--- src/rtl/eth_vlg_pkg.sv ---
// Shared types for the eth_vlg connection manager: address/port types and
// the manager state encoding.
package eth_vlg_pkg;

   typedef logic [31:0] ipv4_t;
   typedef logic [15:0] port_t;

   typedef enum logic [2:0] {
      IDLE    = 3'd0,
      DHCP    = 3'd1,
      OPEN    = 3'd2,
      UP      = 3'd3,
      HOLDOFF = 3'd4,
      CLOSE   = 3'd5,
      FAIL    = 3'd6
   } conn_mgr_state_t;

   localparam int unsigned BACKOFF_MAX_SHIFT = 4;

endpackage

--- src/rtl/eth_vlg_conn_mgr_if.sv ---
// Control/status bundle between the connection manager (master) and the
// TCP/DHCP core (slave).
interface eth_vlg_conn_mgr_if;
   import eth_vlg_pkg::*;

   logic  dhcp_start;
   logic  connect;
   logic  listen;
   ipv4_t rem_ipv4;
   port_t rem_port;
   port_t loc_port;

   logic  ready;
   logic  dhcp_success;
   logic  dhcp_fail;
   logic  idle;
   logic  listening;
   logic  connecting;
   logic  connected;
   logic  disconnecting;

   modport master (
      output dhcp_start, connect, listen, rem_ipv4, rem_port, loc_port,
      input  ready, dhcp_success, dhcp_fail, idle, listening, connecting,
             connected, disconnecting
   );

   modport slave (
      input  dhcp_start, connect, listen, rem_ipv4, rem_port, loc_port,
      output ready, dhcp_success, dhcp_fail, idle, listening, connecting,
             connected, disconnecting
   );

endinterface

--- src/rtl/eth_vlg_conn_mgr.sv ---
// Connection manager: brings the core up via DHCP, opens/holds one TCP
// connection, retries with holdoff. Define CONN_MGR_BACKOFF_EN for exponential holdoff.
module eth_vlg_conn_mgr
   import eth_vlg_pkg::*;
#(
   parameter int unsigned DHCP_WAIT_TICKS    = 125000000,
   parameter int unsigned CONN_TIMEOUT_TICKS = 125000000,
   parameter int unsigned RETRY_TICKS        = 1250000,
   parameter int unsigned MAX_RETRIES        = 5
) (
   input  logic                       clk,
   input  logic                       rst,
   input  logic                       en,
   input  logic                       server,
   input  ipv4_t                      usr_rem_ipv4,
   input  port_t                      usr_rem_port,
   input  port_t                      usr_loc_port,
   eth_vlg_conn_mgr_if.master         core,
   output logic                       link_up,
   output logic                       fail,
   output logic [7:0]                 retries,
   output conn_mgr_state_t            state
);

   localparam logic [31:0] DHCP_LIM = 32'(DHCP_WAIT_TICKS - 1);
   localparam logic [31:0] CONN_LIM = 32'(CONN_TIMEOUT_TICKS - 1);
   localparam logic [7:0]  RETRY_MAX = 8'(MAX_RETRIES);

   conn_mgr_state_t state_q, state_d;
   logic [31:0]     timer_q, timer_d;
   logic [7:0]      retries_q, retries_d;
   ipv4_t           rem_ipv4_q, rem_ipv4_d;
   port_t           rem_port_q, rem_port_d;
   port_t           loc_port_q, loc_port_d;
   logic            mode_q, mode_d;
   logic            dhcp_start_q, dhcp_start_d;
   logic            connect_q, connect_d;
   logic            listen_q, listen_d;
   logic            link_up_q, link_up_d;
   logic            fail_q, fail_d;
   logic [31:0]     holdoff_lim;
   logic [7:0]      retries_inc;

   logic unused_status;
   assign unused_status = &{1'b0, core.dhcp_success, core.dhcp_fail, core.listening,
                            core.connecting, core.disconnecting};

`ifdef CONN_MGR_BACKOFF_EN
   logic [2:0] backoff_shift;
   always_comb begin
      backoff_shift = '0;
      if (retries_q > 8'(BACKOFF_MAX_SHIFT)) backoff_shift = 3'(BACKOFF_MAX_SHIFT);
      else if (retries_q != '0)              backoff_shift = 3'(retries_q - 8'd1);
      holdoff_lim = (32'(RETRY_TICKS) << backoff_shift) - 32'd1;
   end
`else
   assign holdoff_lim = 32'(RETRY_TICKS - 1);
`endif

   assign retries_inc = (retries_q == '1) ? retries_q : retries_q + 8'd1;

   always_comb begin
      state_d    = state_q;
      retries_d  = retries_q;
      rem_ipv4_d = rem_ipv4_q;
      rem_port_d = rem_port_q;
      loc_port_d = loc_port_q;
      mode_d     = mode_q;

      // en=0 is tested first in every active state so it wins over any other exit
      unique case (state_q)
         IDLE: if (en) begin
            state_d   = DHCP;
            retries_d = '0;
         end
         DHCP: begin
            if (!en)                       state_d = IDLE;
            else if (core.ready)           state_d = OPEN;
            else if (timer_q >= DHCP_LIM)  state_d = FAIL;
         end
         OPEN: begin
            if (!en) state_d = CLOSE;
            else if (core.connected) begin
               state_d   = UP;
               retries_d = '0;
            end else if (!mode_q && timer_q >= CONN_LIM) begin
               state_d   = HOLDOFF;
               retries_d = retries_inc;
            end
         end
         UP: begin
            if (!en) state_d = CLOSE;
            else if (!core.connected) begin
               state_d   = HOLDOFF;
               retries_d = 8'd1;
            end
         end
         HOLDOFF: begin
            if (!en) state_d = CLOSE;
            else if (core.idle && timer_q >= holdoff_lim)
               state_d = (retries_q >= RETRY_MAX) ? FAIL : OPEN;
         end
         CLOSE: if (core.idle) state_d = IDLE;
         FAIL:  if (!en)       state_d = IDLE;
         default:              state_d = IDLE;
      endcase

      if (state_d == OPEN && state_q != OPEN) begin
         rem_ipv4_d = usr_rem_ipv4;
         rem_port_d = usr_rem_port;
         loc_port_d = usr_loc_port;
         mode_d     = server;
      end

      timer_d = (state_d != state_q) ? '0 :
                (timer_q == '1)      ? timer_q : timer_q + 32'd1;

      // Outputs are decoded from the next state so they switch with the state register
      dhcp_start_d = (state_d == DHCP);
      connect_d    = (state_d == OPEN) || (state_d == UP);
      listen_d     = connect_d && mode_d;
      link_up_d    = (state_d == UP);
      fail_d       = (state_d == FAIL);
   end

   always_ff @(posedge clk) begin
      if (rst) begin
         state_q      <= IDLE;
         timer_q      <= '0;
         retries_q    <= '0;
         rem_ipv4_q   <= '0;
         rem_port_q   <= '0;
         loc_port_q   <= '0;
         mode_q       <= 1'b0;
         dhcp_start_q <= 1'b0;
         connect_q    <= 1'b0;
         listen_q     <= 1'b0;
         link_up_q    <= 1'b0;
         fail_q       <= 1'b0;
      end else begin
         state_q      <= state_d;
         timer_q      <= timer_d;
         retries_q    <= retries_d;
         rem_ipv4_q   <= rem_ipv4_d;
         rem_port_q   <= rem_port_d;
         loc_port_q   <= loc_port_d;
         mode_q       <= mode_d;
         dhcp_start_q <= dhcp_start_d;
         connect_q    <= connect_d;
         listen_q     <= listen_d;
         link_up_q    <= link_up_d;
         fail_q       <= fail_d;
      end
   end

   assign core.dhcp_start = dhcp_start_q;
   assign core.connect    = connect_q;
   assign core.listen     = listen_q;
   assign core.rem_ipv4   = rem_ipv4_q;
   assign core.rem_port   = rem_port_q;
   assign core.loc_port   = loc_port_q;
   assign link_up         = link_up_q;
   assign fail            = fail_q;
   assign retries         = retries_q;
   assign state           = state_q;

endmodule
--- src/flat_wrapper.sv ---
// flat-port wrapper written by rule: the top's interface ports become plain ports
module eth_vlg_conn_mgr_flat import eth_vlg_pkg::*;
#(
   parameter int unsigned DHCP_WAIT_TICKS    = 125000000,
   parameter int unsigned CONN_TIMEOUT_TICKS = 125000000,
   parameter int unsigned RETRY_TICKS        = 1250000,
   parameter int unsigned MAX_RETRIES        = 5
)
  (clk, rst, en, server, usr_rem_ipv4, usr_rem_port, usr_loc_port, link_up, fail, retries, state, core_dhcp_start, core_connect, core_listen, core_rem_ipv4, core_rem_port, core_loc_port, core_ready, core_dhcp_success, core_dhcp_fail, core_idle, core_listening, core_connecting, core_connected, core_disconnecting);
  eth_vlg_conn_mgr_if core_i ();
  input  logic clk;
  input  logic rst;
  input  logic en;
  input  logic server;
  input  ipv4_t usr_rem_ipv4;
  input  port_t usr_rem_port;
  input  port_t usr_loc_port;
  output logic link_up;
  output logic fail;
  output logic [7:0] retries;
  output conn_mgr_state_t state;
  output wire logic [$bits(core_i.dhcp_start)-1:0] core_dhcp_start;
  output wire logic [$bits(core_i.connect)-1:0] core_connect;
  output wire logic [$bits(core_i.listen)-1:0] core_listen;
  output wire logic [$bits(core_i.rem_ipv4)-1:0] core_rem_ipv4;
  output wire logic [$bits(core_i.rem_port)-1:0] core_rem_port;
  output wire logic [$bits(core_i.loc_port)-1:0] core_loc_port;
  input wire logic [$bits(core_i.ready)-1:0] core_ready;
  input wire logic [$bits(core_i.dhcp_success)-1:0] core_dhcp_success;
  input wire logic [$bits(core_i.dhcp_fail)-1:0] core_dhcp_fail;
  input wire logic [$bits(core_i.idle)-1:0] core_idle;
  input wire logic [$bits(core_i.listening)-1:0] core_listening;
  input wire logic [$bits(core_i.connecting)-1:0] core_connecting;
  input wire logic [$bits(core_i.connected)-1:0] core_connected;
  input wire logic [$bits(core_i.disconnecting)-1:0] core_disconnecting;
  assign core_dhcp_start = core_i.dhcp_start;
  assign core_connect = core_i.connect;
  assign core_listen = core_i.listen;
  assign core_rem_ipv4 = core_i.rem_ipv4;
  assign core_rem_port = core_i.rem_port;
  assign core_loc_port = core_i.loc_port;
  assign core_i.ready = core_ready;
  assign core_i.dhcp_success = core_dhcp_success;
  assign core_i.dhcp_fail = core_dhcp_fail;
  assign core_i.idle = core_idle;
  assign core_i.listening = core_listening;
  assign core_i.connecting = core_connecting;
  assign core_i.connected = core_connected;
  assign core_i.disconnecting = core_disconnecting;
  eth_vlg_conn_mgr #(.DHCP_WAIT_TICKS(DHCP_WAIT_TICKS), .CONN_TIMEOUT_TICKS(CONN_TIMEOUT_TICKS), .RETRY_TICKS(RETRY_TICKS), .MAX_RETRIES(MAX_RETRIES)) u_core (.clk(clk), .rst(rst), .en(en), .server(server), .usr_rem_ipv4(usr_rem_ipv4), .usr_rem_port(usr_rem_port), .usr_loc_port(usr_loc_port), .core(core_i), .link_up(link_up), .fail(fail), .retries(retries), .state(state));
endmodule
--- config.mk ---
export PLATFORM = sky130hd
export DESIGN_NAME = eth_vlg_conn_mgr_flat
export DESIGN_NICKNAME = d
export VERILOG_FILES = /design/src/rtl/eth_vlg_pkg.sv /design/src/rtl/eth_vlg_conn_mgr_if.sv /design/src/rtl/eth_vlg_conn_mgr.sv /design/src/flat_wrapper.sv
export SDC_FILE = /design/constraint.sdc
export NUM_CORES = 1
export LEC_CHECK = 0
export BUFFER_PORTS_ARGS = -buffer_cell sky130_fd_sc_hd__clkbuf_2
export CAP_MARGIN = 20
export CORE_MARGIN = 2
export CORE_UTILIZATION = 52
export DETAILED_ROUTE_END_ITERATION = 10
export PLACE_DENSITY = 0.84
export SLEW_MARGIN = 20
export SYNTH_ARGS = -nofsm -noshare
export SYNTH_HDL_FRONTEND = slang
export SYNTH_SLANG_ARGS = --single-unit
--- constraint.sdc ---
create_clock -name clk -period 3.4 [get_ports clk]
set_clock_uncertainty 0.1 [all_clocks]
set_input_delay 0.17 -clock clk [delete_from_list [all_inputs] [get_ports clk]]
set_output_delay 0.17 -clock clk [all_outputs]
set_load 0.02 [all_outputs]
# [Word level (Yosys, flattened, before mapping)]
# Index checks and enable logic that the tools add are counted.
[classes] mux=24 addsub=2 magnitude_cmp=3 reduce_logical=10 eq_ne=20
[ops] op="8-bit two-way mux" n=7
[ops] op="3-bit two-way mux" n=14
[ops] op="32-bit by 1-bit adder with 32-bit output, second input constant" n=1
[ops] op="32-bit equality test, second input constant" n=1
[ops] op="32-bit by 21-bit >= comparator with 1-bit output, second input constant" n=1
[ops] op="32-bit by 27-bit >= comparator with 1-bit output, second input constant" n=1
[ops] op="8-bit one-hot mux with 3 select lines" n=1
[ops] op="3-bit one-hot mux with 7 select lines" n=1
[ops] op="3-bit by 2-bit equality test with 1-bit output, second input constant" n=4
[ops] op="3-bit equality test, second input constant" n=4
[ops] op="8-bit by 1-bit adder with 8-bit output, second input constant" n=1
[ops] op="8-bit equality test, second input constant" n=1
[ops] op="8-bit by 3-bit >= comparator with 1-bit output, second input constant" n=1
[ops] op="2-bit != test, second input constant" n=4
[ops] op="7-bit AND reduction" n=1
[ops] op="3-bit by 1-bit equality test with 1-bit output, second input constant" n=2
[ops] op="3-bit by 2-bit != test with 1-bit output, second input constant" n=2
[ops] op="1-bit logical AND" n=4
[ops] op="3-bit logical NOT" n=1
[ops] op="3-bit != test" n=1
[ops] op="3-bit != test, second input constant" n=1
[ops] op="3-bit nonzero test" n=1
[ops] op="2-bit OR reduction" n=1
[ops] op="1-bit logical NOT" n=1
[ops] op="2 further kinds" n=2
[word_totals] word_cells=71 inputBits=76 regBits=113

# [Longest topological paths before layout]
[depth] depth_word=10 depth_mapped=11 depth_no_buf=9

# [Worst setup path after synthesis]
# Ideal clock, no wire load.
[synth_timing] kind="flip-flop to flip-flop" startpoint="register u_core.retries_q[5] (netlist: u_core.retries[5])" endpoint="register u_core.loc_port_q[15] (netlist: u_core.core.loc_port[15])" period_less_slack_ns=2.740 t_arrival_ns=2.569 setup_ns=0.072 slack_ns=0.660 t_required_ns=3.228 path_buffers=2 path_stages_with_launch=10 path_cell_list="dfxtp_1 or4b_2 a2111oi_2 o211ai_1 nand4b_1 o211ai_2 nor3_2 buf_4 buf_6 mux2i_1"
[synth_via] elab_chain_len=7
[synth_rtl] element="from (decl)" line_no="eth_vlg_conn_mgr.sv:31" text="logic [7:0] retries_q, retries_d;"
[synth_rtl] element="from (signal assigned)" line_no="eth_vlg_conn_mgr.sv:143" text="retries_q <= retries_d;"
[synth_rtl] element="8-bit by 3-bit >= comparator with 1-bit output" line_no="eth_vlg_conn_mgr.sv:101" text="state_d = (retries_q >= RETRY_MAX) ? FAIL : OPEN;"
[synth_rtl] element="3-bit two-way mux" line_no="eth_vlg_conn_mgr.sv:101"
[synth_rtl] element="3-bit two-way mux" line_no="eth_vlg_conn_mgr.sv:100" text="else if (core.idle && timer_q >= holdoff_lim)"
[synth_rtl] element="3-bit two-way mux" line_no="eth_vlg_conn_mgr.sv:99" text="if (!en) state_d = CLOSE;"
[synth_rtl] element="3-bit one-hot mux with 7 select lines" line_no="eth_vlg_conn_mgr.sv:71" text="unique case (state_q)"
[synth_rtl] element="3-bit by 2-bit equality test with 1-bit output" line_no="eth_vlg_conn_mgr.sv:108" text="if (state_d == OPEN && state_q != OPEN) begin"
[synth_rtl] element="1-bit logical AND" line_no="eth_vlg_conn_mgr.sv:108"
[synth_rtl] element="to (signal assigned)" line_no="eth_vlg_conn_mgr.sv:146" text="loc_port_q <= loc_port_d;"
[synth_rtl] element="to (decl)" line_no="eth_vlg_conn_mgr.sv:34" text="port_t loc_port_q, loc_port_d;"
# Every way passes these cells.
# A chain may end at the register's enable or synchronous reset.

# [Worst setup path after layout]
[layout_timing] startpoint="register u_core.retries_q[5] (netlist: u_core.retries[5])" endpoint="register u_core.rem_ipv4_q[27] (netlist: u_core.core.rem_ipv4[27])"
[layout_via] elab_chain_len=7
[layout_rtl] element="8-bit by 3-bit >= comparator with 1-bit output" line_no="eth_vlg_conn_mgr.sv:101"
[layout_rtl] element="3-bit two-way mux" line_no="eth_vlg_conn_mgr.sv:101"
[layout_rtl] element="3-bit two-way mux" line_no="eth_vlg_conn_mgr.sv:100"
[layout_rtl] element="3-bit two-way mux" line_no="eth_vlg_conn_mgr.sv:99"
[layout_rtl] element="3-bit one-hot mux with 7 select lines" line_no="eth_vlg_conn_mgr.sv:71"
[layout_rtl] element="3-bit by 2-bit equality test with 1-bit output" line_no="eth_vlg_conn_mgr.sv:108"
[layout_rtl] element="1-bit logical AND" line_no="eth_vlg_conn_mgr.sv:108"
[layout_rtl] element="to (signal assigned)" line_no="eth_vlg_conn_mgr.sv:144" text="rem_ipv4_q <= rem_ipv4_d;"
[layout_rtl] element="to (decl)" line_no="eth_vlg_conn_mgr.sv:32" text="ipv4_t rem_ipv4_q, rem_ipv4_d;"
# Every way passes these cells.

==> impl_results.md <==
- Setup slack at placement: 0.1994 ns
- Vias/cell: 5.530
- Leak Pwr: 2.979 nW
- DRC: 0
- Outcome: finished, final reports clean
- Core region area: 0.009864 mm2
- Area growth syn-to-layout: 38.20%
- Num CTS Buffers: 17
- Mapped Avg Cell Area: 8.385 um2
- Final Hold Violating Endpoints: 0
- CTS tree: done
- Setup violators final: 0
- Fillers: 606
- Post-CTS setup buffer count: 0
- Worst vdd ir: 0.0003239 V
- Multiplexer share of the synthesized area: 0.1239
- Die H: 105.3 um
- Comb pwr share: 0.091
- Sequential area share after synthesis: 0.4242
- Sw Pwr: 0.0008502 W
- WS Path Type: flop to flop
- Flop pwr share: 0.403
- Post-Synthesis Cells: 636
- Compound-gate portion of the synthesized area: 0.07180
- Pwr per Cell Area: 460.3 mW/mm2
- Dpl hpwl: 8980 um
- Share of cells above drive strength 1: 0.2324
- Seq cells post-synth: 113
- Largest family of logic cells by synthesized area: simple AND/OR/NAND/NOR gates
- DR WL/cell: 15.94 um
- NumNets Final: 919
- Ys Warns: 0
- Largest net degree at the start of global routing: 66
- DR pass1 iterations: 5
- Routability cong.: 0.8292
- CTS H-Tree Depth: 4
- Register area: 0.002262 mm2
- Io pins: 156
- Clk slew on worst S/H paths: 0.06 ns
- Vias in the first global route: 5423
- Net Sw Frac: 0.2506
- Tot Pwr: 0.003393 W
- Clock Root Buffer: clkbuf_8
- First-pass GRT wire length: 25610 um
- Int Pwr: 0.002542 W
- Drt total wl: 15700 um
- Max Clock Freq: 310.0 MHz
- Antenna violations before repair: 0
- EDFF count, synth: 0
- DR vias: 5447
- Worst setup margin: 0.1742 ns
- Post-synth top area share: 0.4242
- Crit Path Max Fanout: 65
- Antenna viol nets, final: 0
- Slew HR: 0.6199
- Type of the worst min-delay path: primary input to flop
- Critical Path RT: 3.72 ns
- Die W: 105.3 um
- Site Rows: 36
- Worst setup EP type: flop
- Largest area contributor in the synthesized netlist: dfxtp_1
- GR Util All Layers: 0.2871
- Synth Flop Type: dfxtp_1
- Clk sinks: 113
- Adder-cell share of the synthesized area: 0.009385
- Clk buf depth: 2
- Clock Power Share: 0.506
- Min Tclk post-route: 3.226 ns
- Total grt overflow: 0
- Post-synthesis simple-gate area fraction: 0.2759
- Initial core utilization: 0.5406
- Async SR Flop Fraction: 0
- Arr. time, crit path: 3.55 ns
- Critical path startpoint category: flop
- Max-slew violations: 0
- Placed Area: 0.006122 mm2
- Worst-Margin Slew: 0.5701 ns
- Mapped cell area: 0.005333 mm2
- XOR/XNOR share of the synthesized area: 0.04927
- Die ar.: 0.01108 mm2
- Area of the multi-input gates: 0.002840 mm2
- Finished layout cell area: 0.007370 mm2
- 1st-iter DRT viols: 422
- Cell variety after synth: 53
- Clock insertion delay at the later pin of the skew report: 0.52 ns
- I/O Buffers: 150
- Max cap viols: 0
- Top post-synthesis cells by area: dfxtp_1 42%, mux2i_1 12%, nand2_1 11%, nor2_1 3.8%, xnor2_1 2.5%
- Syn_nets: 716
- Final period util: 0.9488
- Diodes inserted: 0
==> power by group through the flow <==
| stage | Sequential (W) | Combinational, W | Clock, W |
|---|---|---|---|
| 3_5_place_dp | 0.00139 | 0.000235 | 0 |
| 4_1_cts | 0.00137 | 0.000297 | 0.00172 |
| 5_1_grt | 0.00137 | 0.000334 | 0.00180 |
| 3_3_place_gp | 0.00139 | 0.000227 | 0 |
| 6_report | 0.00137 | 0.000309 | 0.00172 |
| 2_1_floorplan | 0.00141 | 0.000136 | 0 |
==> worst paths after layout <==
check	slack, ns	startpoint	end	cells after the start
worst min register to register	0.36	u_core.core.loc_port[4]	u_core.core.loc_port[4]	2
worst max-delay path	0.17	u_core.retries[5]	u_core.core.rem_ipv4[27]	8
worst min-delay path	0.11	en	u_core.core.connect	3
worst max register to register	0.17	u_core.retries[5]	u_core.core.rem_ipv4[27]	8
==> worst max-delay path, stage by stage (launching register included) <==
cell       delay (ns)
dfxtp_1          0.34
or4b_2           0.69
a2111oi_2        0.46
o211ai_1         0.17
nand4b_1         0.16
o211ai_2         0.21
nor3_4           0.20
clkbuf_16        0.41
mux2i_1          0.34
==> per-layer routing <==
layer  wire, um  vias up  global-route usage  part of all wire
met2       8229      240              0.5203              0.52
met4        699        0              0.1743             0.045
met3        782       55             0.06803             0.050
li1           -     2592                   -                 -
met1       5993     2560              0.2976              0.38
met5          0        -                   0                 0
==> cells in the final DEF (no fill, tap or decap), drive strengths merged, types with 3 or more instances in the layout <==
| master | instances |
|---|---|
| and3 | 11 |
| a2111oi | 3 |
| buf | 5 |
| xnor2 | 15 |
| dfxtp | 113 |
| dlygate4sd3 | 66 |
| clkinv | 7 |
| nand3 | 23 |
| nand2b | 6 |
| nand4 | 10 |
| nor4 | 9 |
| o211ai | 6 |
| nor2 | 54 |
| xor2 | 15 |
| mux2i | 66 |
| a31oi | 3 |
| inv | 12 |
| a21oi | 13 |
| nor2b | 6 |
| o21ai | 11 |
| o31ai | 7 |
| ha | 4 |
| nand2 | 158 |
| or4 | 9 |
| nor3 | 17 |
| clkinvlp | 3 |
| clkbuf | 169 |
==> state kept, by name, summed over array words and instances, names as in the netlist <==
signal / count
u_core.link_up: 1
u_core.core.loc_port: 16
u_core.retries: 8
u_core.core.rem_port: 16
u_core.mode_q: 1
u_core.state: 3
u_core.core.dhcp_start: 1
u_core.timer_q: 32
u_core.fail: 1
u_core.core.rem_ipv4: 32
u_core.core.connect: 1
u_core.core.listen: 1
==> timing repair <==
item	4_1_cts	5_1_grt
hold buffers	66	0
hold endpoints to repair	73	0
endpoints found under the setup margin	0	4
resized for setup	0	2
==> through the flow <==
step / hold slack (ns) / TNS, ns / utilization / instances
4_1_cts: 0.09429 / 0 / 0.7459 / 985
6_report: 0.1134 / 0 / 0.7471 / 985
5_1_grt: 0.1421 / -0.0005094 / 0.7471 / 985
2_1_floorplan: 0.2122 / 0 / - / 636
3_3_place_gp: 0.2997 / 0 / 0.6206 / 887
3_5_place_dp: 0.3064 / 0 / 0.6206 / 887
==> final cells by class <==
cell class              count  share of cell area
clock buffers              18             0.05671
repair buffers            222              0.2017
inverters                  10            0.005263
flip-flops and latches    113              0.3070
clock inverters            14             0.02139
well taps                 133             0.02258
multi-input cells         475              0.3854
==> synthesized netlist by cell type, types with 10 or more instances <==
| master | count |
|---|---|
| a21oi_1 | 13 |
| nand4_1 | 10 |
| and3_1 | 11 |
| xor2_1 | 15 |
| nand3_1 | 23 |
| nand2_1 | 158 |
| mux2i_1 | 66 |
| nor3_1 | 16 |
| xnor2_1 | 15 |
| dfxtp_1 | 113 |
| o21ai_0 | 11 |
| nor2_1 | 54 |
| clkbuf_1 | 25 |
==> kinds of logic (layout without fill, tap and decap cells) <==
family / Yosys count / count (layout)
AO/OA/AOI/OAI: 55 / 55
XOR/XNOR: 30 / 30
adder cells (fa/ha/maj): 4 / 4
buffers and inverters: 48 / 264
flip-flops: 113 / 113
multiplexers: 66 / 66
AND/OR/NAND/NOR: 320 / 320
Note: power is estimated with default switching activity, not from simulation.
